$ cat config.mk
export PLATFORM = sky130hd
export DESIGN_NAME = cnn_conv_acc
export DESIGN_NICKNAME = d
export VERILOG_FILES = /design/src/rtl/cnn_conv_acc.sv
export SDC_FILE = /design/constraint.sdc
export NUM_CORES = 1
export LEC_CHECK = 0
export ABC_AREA = 1
export BUFFER_PORTS_ARGS = -buffer_cell sky130_fd_sc_hd__buf_2
export CORE_UTILIZATION = 57
export CTS_CLUSTER_DIAMETER = 30
export CTS_CLUSTER_SIZE = 20
export DETAILED_ROUTE_END_ITERATION = 6
export PLACE_DENSITY_LB_ADDON = 0.3
export SYNTH_ARGS = -nofsm -noshare
export SYNTH_HDL_FRONTEND = slang
export SYNTH_SLANG_ARGS = --single-unit
$ cat constraint.sdc
create_clock -name ap_clk -period 4.6 [get_ports ap_clk]
set_input_delay 0 -clock ap_clk [delete_from_list [all_inputs] [get_ports ap_clk]]
set_output_delay 0 -clock ap_clk [all_outputs]
set_load 0.01 [all_outputs]
$ cat src/rtl/cnn_conv_acc.sv
// Convolution accumulator: sums N_TERMS signed products plus a bias, then applies
// ReLU, round-half-up right shift and saturation to a signed activation.
module cnn_conv_acc #(
    parameter int PROD_W  = 22,
    parameter int BIAS_W  = 16,
    parameter int ACC_W   = 32,
    parameter int N_TERMS = 9,
    parameter int SHIFT   = 8,
    parameter int OUT_W   = 8
) (
    input  logic              ap_clk,
    input  logic              ap_rst_n,
    input  logic [PROD_W-1:0] in_data,
    input  logic              in_valid,
    output logic              in_ready,
    input  logic [BIAS_W-1:0] bias,
    output logic [OUT_W-1:0]  out_data,
    output logic              out_valid,
    input  logic              out_ready,
    output logic              busy
);

    localparam int CNT_W = $clog2(N_TERMS + 1);
    localparam logic ONE_TERM = (N_TERMS == 1);
    localparam logic [ACC_W:0] RND_HALF = (ACC_W + 1)'(1) << (SHIFT - 1);
    localparam logic [ACC_W:0] OUT_MAX  = (ACC_W + 1)'((1 << (OUT_W - 1)) - 1);

    typedef enum logic [1:0] {
        ST_IDLE = 2'd0,
        ST_ACC  = 2'd1,
        ST_OUT  = 2'd2
    } state_t;

    state_t             state_q;
    logic [ACC_W-1:0]   acc_q;
    logic [CNT_W-1:0]   cnt_q;
    logic [OUT_W-1:0]   out_data_q;
    logic               out_valid_q;

    logic [ACC_W-1:0]   prod_ext;
    logic [ACC_W-1:0]   bias_ext;
    logic [ACC_W-1:0]   acc_d;
    logic [CNT_W-1:0]   cnt_d;
    logic               last_term;
    logic [ACC_W:0]     rnd_w;
    logic [ACC_W:0]     q_w;
    logic [OUT_W-1:0]   out_d;

    assign prod_ext = {{(ACC_W - PROD_W){in_data[PROD_W-1]}}, in_data};
    assign bias_ext = {{(ACC_W - BIAS_W){bias[BIAS_W-1]}}, bias};

    // The first term of a group starts from the bias instead of the running sum.
    always_comb begin
        acc_d     = ((state_q == ST_IDLE) ? bias_ext : acc_q) + prod_ext;
        cnt_d     = (state_q == ST_IDLE) ? CNT_W'(1) : cnt_q + CNT_W'(1);
        last_term = (state_q == ST_IDLE) ? ONE_TERM : (cnt_q == CNT_W'(N_TERMS - 1));
    end

    // Requantize the value being loaded, so the result is ready on the edge entering OUT.
    always_comb begin
        rnd_w = acc_d[ACC_W-1] ? RND_HALF : ({1'b0, acc_d} + RND_HALF);
        q_w   = rnd_w >> SHIFT;
        out_d = (q_w > OUT_MAX) ? OUT_MAX[OUT_W-1:0] : q_w[OUT_W-1:0];
    end

    always_ff @(posedge ap_clk or negedge ap_rst_n) begin
        if (!ap_rst_n) begin
            state_q     <= ST_IDLE;
            acc_q       <= '0;
            cnt_q       <= '0;
            out_data_q  <= '0;
            out_valid_q <= 1'b0;
        end else begin
            case (state_q)
                ST_IDLE, ST_ACC: begin
                    if (in_valid) begin
                        acc_q <= acc_d;
                        cnt_q <= cnt_d;
                        if (last_term) begin
                            state_q     <= ST_OUT;
                            out_data_q  <= out_d;
                            out_valid_q <= 1'b1;
                        end else begin
                            state_q <= ST_ACC;
                        end
                    end
                end
                ST_OUT: begin
                    if (out_ready) begin
                        state_q     <= ST_IDLE;
                        out_valid_q <= 1'b0;
                    end
                end
                default: begin
                    state_q     <= ST_IDLE;
                    out_valid_q <= 1'b0;
                end
            endcase
        end
    end

    // Gated by reset so nothing is accepted while the block is held in reset.
    assign in_ready  = ap_rst_n && (state_q != ST_OUT);
    assign busy      = (state_q != ST_IDLE);
    assign out_data  = out_data_q;
    assign out_valid = out_valid_q;

endmodule

==> flow_metrics.tcl <==
set metrics [dict create \
    max_slew_margin 0.354 \
    synth-seq-area-share 0.199 \
    cp-end-kind "flop" \
    rsz0062_at_grt "no" \
    r2r_setup_slack_ns 0.48 \
    ys_ff_latch 47 \
    num_vias 6496 \
    tightestPinTransition_ns 0.968 \
    synth_top_area_share 0.251 \
    fp.dieH_um 104 \
    crit_type "reg -> reg" \
    fin_cells 1217 \
    synth_cells 1031 \
    cp_common_cell "nand2_1" \
    synthArstFlopShare 1.00 \
    post-dp-hpwl_mm 13.4 \
    status "completed" \
    numCtsBuffers 5 \
    cts_tree "yes" \
    drv_slew 0 \
    cts_buffer_depth 2 \
    cp_top_family "simple AND/OR/NAND/NOR gates" \
    finalNetCount 1163 \
    synth_warnings 0 \
    yosys.area.top_type "nand2_1" \
    synth.avg_cell_area_um2 5.74 \
    cts_resized 0 \
    fin_crit_ns 4.12 \
    dieArea_um2 10800 \
    postCtsHoldBufs 2 \
    slowest_stage "nor2_2" \
    routedWlPerCell_um 13.6 \
    hold_end "acc_q[0]$_DFFE_PN0P_" \
    cp.arrival_ns 4.34 \
    synth_area_leaders "nand2_1 25%, dfrtp_1 20%, inv_1 8.9%" \
    start_util 0.597 \
    timing.rr.start "state_q[0]$_DFFE_PN0P_" \
    io_buffers 52 \
    r2r_end "out_data[2]$_DFFE_PN0P_" \
    finClkSkew_ns 0.0138 \
    clk_latency_ns 0.33 \
    drt-initial-drc-count 577 \
    min-delay-start "in_data[0]" \
    rows 36 \
    min_period_over_period 0.895 \
    wl_mm 16.6 \
    layout-drive-gt1-share 0.152 \
    ys.flop_type "dfrtp_1" \
    grt-ovfl-total 0 \
    dr.pass1.iters 6 \
    syn_nets 1111 \
    ant_nets 0 \
    root_buffer "clkbuf_8" \
    setup_viol 0 \
    drv_cap 0 \
    synth_edf_count 0 \
    io_pins 53 \
    crit_buf_inv 3 \
    startpoint_type "flop" \
    cts.sinks 47 \
    grt_pass1_wl_mm 27.4 \
    required_ns 4.82 \
    grt_max_degree 65 \
    vias_per_cell 5.34 \
    core_um2 9910 \
    max_freq_mhz 243 \
    tns_ns 0 \
    ys_types 40 \
    min_path_cells 4 \
    antenna_found_initial 0 \
    finalHoldViolations 0 \
    timing.critical_path.from "state_q[0]$_DFFE_PN0P_" \
    r2r_cells 20 \
    synthesis.area_um2 5910 \
    insertedDiodeCount 0 \
    dp.cells 1207 \
    critPathMaxStageDelay_ns 0.48 \
    worst-path-max-fanout 17 \
    timing.hold.ws_ns 0.0192 \
    htree_levels 2 \
    dieWidth_um 104 \
    post_cts_buffers 0 \
    grt_pass1_vias 5862 \
    crit_chain "nor2_2 -> inv_2 -> nor2_2 -> nor2_1 -> ha_1 -> nand2_1 -> inv_1 -> a21oi_1 -> nand2_1 -> a21oi_1 -> nand2_1 -> a21oi_1 -> xor2_1 -> o21ai_0 -> nand3_1 -> nand3_1 -> nor2_4 -> nand3_1 -> nand2_1 -> inv_1" \
    clkTransAtPathRegs_ns 0.11 \
    place_congestion 1.01 \
    areaGrowthSynthToFinish_pct 9.16 \
    track_usage 0.313 \
    min_path_type "in -> reg" \
    drcViolationCount 0 \
]
worst max-delay path by stage:
| stage | slack [ns] | end | depth (start not counted) |
|---|---|---|---|
| after floorplan | 0.94 | out_data[0]$_DFFE_PN0P_ | 26 |
| after global placement | 0.61 | out_data[3]$_DFFE_PN0P_ | 22 |
| after detailed placement | 0.60 | out_data[2]$_DFFE_PN0P_ | 20 |
| after CTS | 0.57 | out_data[2]$_DFFE_PN0P_ | 22 |
| after global routing | 0.02 | out_data[2]$_DFFE_PN0P_ | 22 |
| final | 0.48 | out_data[2]$_DFFE_PN0P_ | 20 |
final cells by class:
type,count,area [um2]
Clock inverter,3,46.3
Multi-Input combinational cell,815,4100
Clock buffer,5,68.8
Fill cell,995,3450
Tap cell,133,166
Timing Repair Buffer,58,310
Inverter,156,586
Sequential cell,47,1180
cells by family after synthesis:
family	count (synthesis)	synth area share
flip-flops	47	0.199
AND/OR/NAND/NOR	684	0.518
buffers and inverters	169	0.107
XOR/XNOR	9	0.0133
AO/OA/AOI/OAI	84	0.0810
adder cells (fa/ha/maj)	38	0.0817
worst register-to-register path, delay by kind of cell, from the launching register on:
family / cells / cell delay [ns]
adders and majority gates: 1 / 0.40
xor gates and xnor gates: 1 / 0.33
and+or+nand+nor: 11 / 1.69
AOI/OAI and AO/OA: 4 / 0.88
DFF: 1 / 0.43
buffers and inverters: 3 / 0.30
metal layers:
metal  vias up  GRT usage  wire [um]
met4         0      0.133        634
met2       242      0.509       7280
met1      2888      0.418       7580
met5         -          0          0
li1       3320          -          -
met3        46     0.0401       1120
through the flow:
| step | cell area [um2] | util | worst slack (ns) |
|---|---|---|---|
| floorplan | 5910 | - | 0.942 |
| global placement | 6320 | 0.638 | 0.610 |
| detailed placement | 6320 | 0.638 | 0.600 |
| CTS | 6460 | 0.652 | 0.570 |
| global route | 6460 | 0.652 | 0.0245 |
| finish | 6460 | 0.652 | 0.484 |
cell usage in the layout (no fill, tap or decap), types with 9 or more instances in the layout:
cell type / n
a21oi_1: 26
buf_2: 52
dfrtp_1: 47
ha_1: 37
inv_1: 140
inv_2: 16
nand2_1: 395
nand2_2: 31
nand3_1: 87
nand3_2: 11
nand4_1: 17
nor2_1: 92
nor2_2: 18
nor2_4: 9
o21ai_0: 40
cell usage after synthesis, types with 3 or more instances:
cell,count
nand2_1,395
inv_1,140
nor2_1,92
nand3_1,87
dfrtp_1,47
o21ai_0,40
ha_1,37
nand2_2,31
a21oi_1,26
nor2_2,18
nand4_1,17
inv_2,16
clkbuf_1,12
nand3_2,11
nor2_4,9
nor3_1,7
or2_2,7
xnor2_1,6
o31ai_1,3
xor2_1,3
state kept, by name, summed over array words and instances, names as in the netlist:
name / flops
out_valid: 1
cnt_q: 4
acc_q: 32
state_q: 2
out_data: 8
Power is left out: the tool's default activity adds up to more than one toggle a clock period on the data nets, which glitch-free logic cannot reach.
